## src/rtl/uart_rx_frame_ctrl.sv

```systemverilog
// Byte-stream frame parser: SYNC, LEN, payload, XOR checksum. It buffers the payload
// and replays it over a valid/ready interface once the checksum matches.
module uart_rx_frame_ctrl #(
   parameter logic [7:0] SYNC_BYTE      = 8'hA5,
   parameter int         MAX_LEN        = 8,
   parameter int         TIMEOUT_CYCLES = 50000
) (
   input  logic       clk,
   input  logic       rst,
   input  logic       byte_valid,
   input  logic [7:0] byte_in,
   output logic       pl_valid,
   output logic [7:0] pl_data,
   output logic       pl_last,
   input  logic       pl_ready,
   output logic       err_pulse,
   output logic [1:0] err_code,
   output logic       overrun,
   output logic [7:0] frame_cnt
);

   localparam int PTR_W = $clog2(MAX_LEN);
   localparam int LEN_W = PTR_W + 1;
   localparam int GAP_W = $clog2(TIMEOUT_CYCLES);
   localparam logic [GAP_W-1:0] GAP_MAX   = GAP_W'(TIMEOUT_CYCLES - 1);
   localparam logic [7:0]       MAX_LEN_B = 8'(MAX_LEN);

   typedef enum logic [2:0] {
      ST_IDLE,
      ST_LEN,
      ST_PAYLOAD,
      ST_CHK,
      ST_DRAIN
   } state_t;

   typedef enum logic [1:0] {
      ERR_NONE    = 2'b00,
      ERR_LEN     = 2'b01,
      ERR_CHK     = 2'b10,
      ERR_TIMEOUT = 2'b11
   } err_t;

   state_t           state, state_next;
   err_t             err_next;
   logic             err_set, ovr_set, frame_ok;
   logic [LEN_W-1:0] len, wr_ptr, rd_ptr;
   logic [7:0]       chk;
   logic [GAP_W-1:0] gap_cnt;
   logic [7:0]       pl_buf [MAX_LEN];

   logic len_ok, last_wr, in_frame, timeout, pl_wr, len_wr, xfer;

   assign len_ok   = (byte_in != 8'd0) && (byte_in <= MAX_LEN_B);
   assign last_wr  = (wr_ptr == len - LEN_W'(1));
   assign in_frame = (state == ST_LEN) || (state == ST_PAYLOAD) || (state == ST_CHK);
   // A byte arriving on the expiry cycle wins over the timeout.
   assign timeout  = in_frame && (gap_cnt == GAP_MAX) && !byte_valid;
   assign pl_wr    = (state == ST_PAYLOAD) && byte_valid;
   assign len_wr   = (state == ST_LEN) && byte_valid && len_ok;
   assign xfer     = pl_valid && pl_ready;

   assign pl_valid = (state == ST_DRAIN);
   assign pl_last  = (state == ST_DRAIN) && (rd_ptr == len - LEN_W'(1));
   assign pl_data  = (state == ST_DRAIN) ? pl_buf[rd_ptr[PTR_W-1:0]] : 8'd0;

   always_ff @(posedge clk) begin
      if (rst) state <= ST_IDLE;
      else     state <= state_next;
   end

   // NOTE: every signal written here gets a default first, so no path can infer a latch.
   always_comb begin
      state_next = state;
      err_set    = 1'b0;
      err_next   = ERR_NONE;
      ovr_set    = 1'b0;
      frame_ok   = 1'b0;
      case (state)
         ST_IDLE: begin
            if (byte_valid && (byte_in == SYNC_BYTE)) state_next = ST_LEN;
         end
         ST_LEN: begin
            if (byte_valid) begin
               if (len_ok) begin
                  state_next = ST_PAYLOAD;
               end else begin
                  state_next = ST_IDLE;
                  err_set    = 1'b1;
                  err_next   = ERR_LEN;
               end
            end
         end
         ST_PAYLOAD: begin
            if (byte_valid && last_wr) state_next = ST_CHK;
         end
         ST_CHK: begin
            if (byte_valid) begin
               if (byte_in == chk) begin
                  state_next = ST_DRAIN;
                  frame_ok   = 1'b1;
               end else begin
                  state_next = ST_IDLE;
                  err_set    = 1'b1;
                  err_next   = ERR_CHK;
               end
            end
         end
         ST_DRAIN: begin
            ovr_set = byte_valid;
            if (xfer && pl_last) state_next = ST_IDLE;
         end
         default: state_next = ST_IDLE;
      endcase
      if (timeout) begin
         state_next = ST_IDLE;
         err_set    = 1'b1;
         err_next   = ERR_TIMEOUT;
      end
   end

   // NOTE: sequential state uses non-blocking assignments so every register sees pre-edge values.
   always_ff @(posedge clk) begin
      if (rst) begin
         len       <= '0;
         wr_ptr    <= '0;
         rd_ptr    <= '0;
         chk       <= '0;
         gap_cnt   <= '0;
         err_pulse <= 1'b0;
         err_code  <= ERR_NONE;
         overrun   <= 1'b0;
         frame_cnt <= '0;
      end else begin
         err_pulse <= err_set;
         overrun   <= ovr_set;
         if (err_set)  err_code  <= err_next;
         if (frame_ok) frame_cnt <= frame_cnt + 8'd1;

         // Counts only while parked in a frame state with no byte; anything else restarts it.
         if (in_frame && !byte_valid && (state_next == state)) gap_cnt <= gap_cnt + GAP_W'(1);
         else                                                  gap_cnt <= '0;

         if (len_wr) begin
            len    <= byte_in[LEN_W-1:0];
            chk    <= byte_in;
            wr_ptr <= '0;
         end else if (pl_wr) begin
            chk    <= chk ^ byte_in;
            wr_ptr <= wr_ptr + LEN_W'(1);
         end

         if (frame_ok)  rd_ptr <= '0;
         else if (xfer) rd_ptr <= rd_ptr + LEN_W'(1);
      end
   end

   // NOTE: the payload buffer has no reset; every entry read in DRAIN was written earlier in the frame.
   always_ff @(posedge clk) begin
      if (pl_wr) pl_buf[wr_ptr[PTR_W-1:0]] <= byte_in;
   end

endmodule
```

## config.mk

```make
export PLATFORM = sky130hd
export DESIGN_NAME = uart_rx_frame_ctrl
export DESIGN_NICKNAME = d
export VERILOG_FILES = /design/src/rtl/uart_rx_frame_ctrl.sv
export SDC_FILE = /design/constraint.sdc
export NUM_CORES = 1
export LEC_CHECK = 0
export ABC_AREA = 1
export CORE_ASPECT_RATIO = 0.9
export CORE_MARGIN = 1
export CORE_UTILIZATION = 63
export CTS_CLUSTER_DIAMETER = 120
export DETAILED_ROUTE_END_ITERATION = 8
export PLACE_DENSITY = 0.84
export SKIP_CTS_REPAIR_TIMING = 1
export SLEW_MARGIN = 5
export SYNTH_ARGS = -nofsm -noshare
export SYNTH_HDL_FRONTEND = slang
export SYNTH_SLANG_ARGS = --single-unit
```

## constraint.sdc

```tcl
create_clock -name clk -period 4.4 [get_ports clk]
set_clock_uncertainty 0.05 [all_clocks]
set_input_delay 0.66 -clock clk [delete_from_list [all_inputs] [get_ports clk]]
set_output_delay 0.66 -clock clk [all_outputs]
set_load 0.005 [all_outputs]
```

==> flow_metrics.tcl <==
set metrics [dict create \
    max_slew_margin_pct 18.6 \
    synth.yosys.warnings 0 \
    p_clk_share_pct 49.0 \
    cts-buffers-inserted 17 \
    max-clock-path-buffers 2 \
    finalHoldViolCount 0 \
    syn_area_per_cell_um2 9.19 \
    p_int_uw 1880 \
    critical_path_required_ns 3.69 \
    die_w_um 99.4 \
    yosys.cell_types.count 34 \
    ys_seq_area_share_pct 55.9 \
    initial_util_pct 66.0 \
    cts-htree-levels 4 \
    post-route-drc-count 0 \
    final_area_um2 6250 \
    max_freq_mhz 258 \
    period_needed_ns 3.87 \
    worst_setup_hold_path_clk_slew_ns 0.05 \
    placement_rows 31 \
    detail_route.first_pass.iterations 5 \
    timing.max_cap.violations 0 \
    drt-initial-drc-count 309 \
    setup_viol 0 \
    core_region_area_um2 8150 \
    grt_antenna_before_repair 0 \
    die-height_um 89.6 \
    drtAntennaViolNets 0 \
    wl_per_cell_um 16.3 \
    most_numerous_cell_on_the_critical_path "sky130_fd_sc_hd__nor2_1" \
    tcrit_tclk_final_pct 88.0 \
    post_drt_via_cell_ratio 5.71 \
    grt_start_max_net_pins 33 \
    seq_power_share_pct 48.9 \
    largest_stage_delay_worst_path_ns 0.90 \
    routed-via-count 4171 \
    final_layout_size_suffix_gt1_share_pct 8.54 \
    min_from "gap_cnt[0]$_SDFF_PP0_" \
    crit_path_start "state[1]$_SDFF_PP0_" \
    crit_chain "nor2_1 > inv_2 > nor2_1 > o21ai_0 > a31oi_1 > clkdlybuf4s50_1" \
    synth_area_um2 5380 \
    netSwitchingPower_uw 490 \
    clk-insertion-delay-late_ns 0.52 \
    nFillCells 506 \
    run_status "finished clean" \
    floorplan.io_pins 34 \
    end_kind "primary output" \
    place_congestion 0.876 \
    post_dp_cell_area_um2 5750 \
    number_of_sinks_on_the_clock_net 118 \
    grt.overflow.total 0 \
    grt_pass1_vias 4098 \
    synth.ff_latch_count 118 \
    min_delay_path_depth 1 \
    swShare_pct 20.6 \
    antenna-diode-count 0 \
    launching_element_type_of_the_critical_path "register" \
    aggregate_negative_setup_slack_ns 0 \
    arrival_ns 3.16 \
    routed_wirelength_um 11900 \
    reg2reg_depth 7 \
    pwr_density_cell_nw_per_um2 380 \
    timing.critical_path.fanout_max 15 \
    timing.hold.worst.class "register to register" \
    vdd.ir_drop.worst_mv 0.303 \
    r2r-start "state[1]$_SDFF_PP0_" \
    nets 636 \
    grt_pass1_wl_um 19300 \
    place.port_buffers 33 \
    share_comb_of_total_power_pct 2.1 \
    rsz_0062_raised_after_global_routing "no" \
    die_area_um2 8910 \
    cp_slowest_cell "sky130_fd_sc_hd__nor2_1" \
    syn-num-nets 602 \
    static-leakage-power_uw 0.00223 \
    layout-area-overhead-vs-synth_pct 16.3 \
    drv_slew 0 \
    syn-instance-count 585 \
    globalRouteTotalUtil_pct 29.0 \
    clock_tree_from_tritoncts "done" \
    dp_hpwl_um 7700 \
    worst-slew-pin-transition_ns 1.22 \
    timing_worst_setup_path_type "register to primary output" \
    cts-root-buf "sky130_fd_sc_hd__clkbuf_8" \
]
-- sequential cells by signal, indices dropped and copies added (netlist names), named ones only --
signal / cells
err_pulse: 1
pl_buf: 64
len: 4
err_code: 2
wr_ptr: 4
chk: 8
overrun: 1
frame_cnt: 8
state: 3
rd_ptr: 4
gap_cnt: 16
-- metal layers --
layer	vias up	GRT usage [%]	part of all wire, %
met5	-	0	0
met4	0	15.0	2.7
met3	33	7.35	5.7
met2	182	50.1	49
met1	1920	34.2	42
li1	2036	-	-
-- per-stage QoR --
step | cells | hold slack (ns) | setup slack [ns] | total power [uW] | utilization (%)
6_report | 731 | 0.416 | 0.528 | 2370 | 76.8
5_1_grt | 731 | 0.438 | 0.330 | 2440 | 76.8
4_1_cts | 731 | 0.420 | 0.559 | 2380 | 76.8
3_5_place_dp | 699 | 0.408 | 1.06 | 1230 | 70.6
3_3_place_gp | 699 | 0.376 | 1.18 | 1230 | 70.6
2_1_floorplan | 585 | 0.368 | 2.35 | 1200 | -
-- worst max-delay path, delay by kind of cell (launching register included) --
kind	cells	cell delay (ns)
and+or+nand+nor	2	1.07
AOI/OAI and AO/OA	2	0.63
DFF	1	0.34
buffers and inverters	2	0.59
-- layout make-up --
type                       count  area (um2)  area share, %
clock inverter                11        58.8          0.940
clock buffer                  21         449           7.18
multi-input combinational    392        2070           33.1
inverter                      55         206           3.30
timing repair buffer          35         345           5.52
sequential                   118        3000           48.0
tap                           99         124           1.98
-- cell usage after synthesis --
cell type | instances | area share (%)
sky130_fd_sc_hd__nand2_1 | 84 | 5.9
sky130_fd_sc_hd__nor3_1 | 6 | 0.56
sky130_fd_sc_hd__nor2_4 | 12 | 2.5
sky130_fd_sc_hd__nor3b_1 | 1 | 0.14
sky130_fd_sc_hd__ha_1 | 5 | 1.2
sky130_fd_sc_hd__a31oi_1 | 9 | 1.0
sky130_fd_sc_hd__nand2_2 | 4 | 0.47
sky130_fd_sc_hd__nor2_1 | 98 | 6.8
sky130_fd_sc_hd__inv_1 | 53 | 3.7
sky130_fd_sc_hd__o21ai_1 | 1 | 0.093
sky130_fd_sc_hd__buf_1 | 1 | 0.070
sky130_fd_sc_hd__clkbuf_1 | 13 | 0.91
sky130_fd_sc_hd__a22oi_1 | 4 | 0.56
sky130_fd_sc_hd__xor2_1 | 18 | 2.9
sky130_fd_sc_hd__a21oi_2 | 1 | 0.16
sky130_fd_sc_hd__and2_1 | 1 | 0.12
sky130_fd_sc_hd__nand3_1 | 38 | 3.5
sky130_fd_sc_hd__nand4_4 | 1 | 0.40
sky130_fd_sc_hd__xnor2_1 | 12 | 2.0
sky130_fd_sc_hd__buf_6 | 1 | 0.21
sky130_fd_sc_hd__o21bai_1 | 2 | 0.28
sky130_fd_sc_hd__dfxtp_1 | 54 | 20
sky130_fd_sc_hd__buf_8 | 1 | 0.28
sky130_fd_sc_hd__nand3_4 | 1 | 0.33
sky130_fd_sc_hd__inv_2 | 2 | 0.14
sky130_fd_sc_hd__o21ai_0 | 46 | 4.3
sky130_fd_sc_hd__nand2_4 | 1 | 0.21
sky130_fd_sc_hd__buf_2 | 4 | 0.37
sky130_fd_sc_hd__nor4_1 | 3 | 0.35
sky130_fd_sc_hd__or2_2 | 2 | 0.23
sky130_fd_sc_hd__o22ai_1 | 8 | 0.93
sky130_fd_sc_hd__edfxtp_1 | 64 | 36
sky130_fd_sc_hd__nand4_1 | 15 | 1.7
sky130_fd_sc_hd__a21oi_1 | 19 | 1.8
-- cells in the final DEF (no fill, tap or decap), types with 2 or more instances in the layout --
master                            count
sky130_fd_sc_hd__clkbuf_16           16
sky130_fd_sc_hd__clkdlybuf4s50_1     33
sky130_fd_sc_hd__or2_2                2
sky130_fd_sc_hd__xnor2_1             12
sky130_fd_sc_hd__nand2_2              4
sky130_fd_sc_hd__nor2_1              98
sky130_fd_sc_hd__nor4_1               3
sky130_fd_sc_hd__clkbuf_1             2
sky130_fd_sc_hd__dfxtp_1             54
sky130_fd_sc_hd__a22oi_1              4
sky130_fd_sc_hd__a31oi_1              9
sky130_fd_sc_hd__xor2_1              18
sky130_fd_sc_hd__clkbuf_8             3
sky130_fd_sc_hd__edfxtp_1            64
sky130_fd_sc_hd__nand3_1             38
sky130_fd_sc_hd__clkinvlp_4           2
sky130_fd_sc_hd__buf_4                2
sky130_fd_sc_hd__inv_1               53
sky130_fd_sc_hd__inv_2                2
sky130_fd_sc_hd__o21bai_1             2
sky130_fd_sc_hd__clkinv_1             2
sky130_fd_sc_hd__nand4_1             15
sky130_fd_sc_hd__o21ai_0             46
sky130_fd_sc_hd__clkinv_2             6
sky130_fd_sc_hd__o22ai_1              8
sky130_fd_sc_hd__nand2_1             84
sky130_fd_sc_hd__nor2_4              12
sky130_fd_sc_hd__ha_1                 5
sky130_fd_sc_hd__nor3_1               6
sky130_fd_sc_hd__a21oi_1             19
-- logic make-up (layout without fill, tap and decap cells) --
kind of cell,count (synthesis),count (layout),share of synthesized area [%]
simple gates,267,267,23.3
flops,118,118,55.9
compound gates,90,90,9.12
buf+inv,75,122,5.68
xor+xnor,30,30,4.89
fa+ha+maj,5,5,1.16
-- power by group through the flow --
stage / logic (uW) / registers, uW / clock network (uW)
final: 50.8 / 1160 / 1160
after global routing: 53.6 / 1160 / 1230
after CTS: 49.6 / 1160 / 1170
after detailed placement: 48.8 / 1180 / 0
after global placement: 47.5 / 1180 / 0
after floorplan: 20.8 / 1180 / 0
-- path summary, 6_finish.rpt --
path / end / slack [ns]
hold / removal: gap_cnt[0]$_SDFF_PP0_ / 0.42
setup / recovery: pl_data[4] / 0.53
hold reg to reg: gap_cnt[0]$_SDFF_PP0_ / 0.42
setup reg to reg: rd_ptr[3]$_SDFFE_PP0P_ / 1.91
Power figures use the tool's default switching activity.
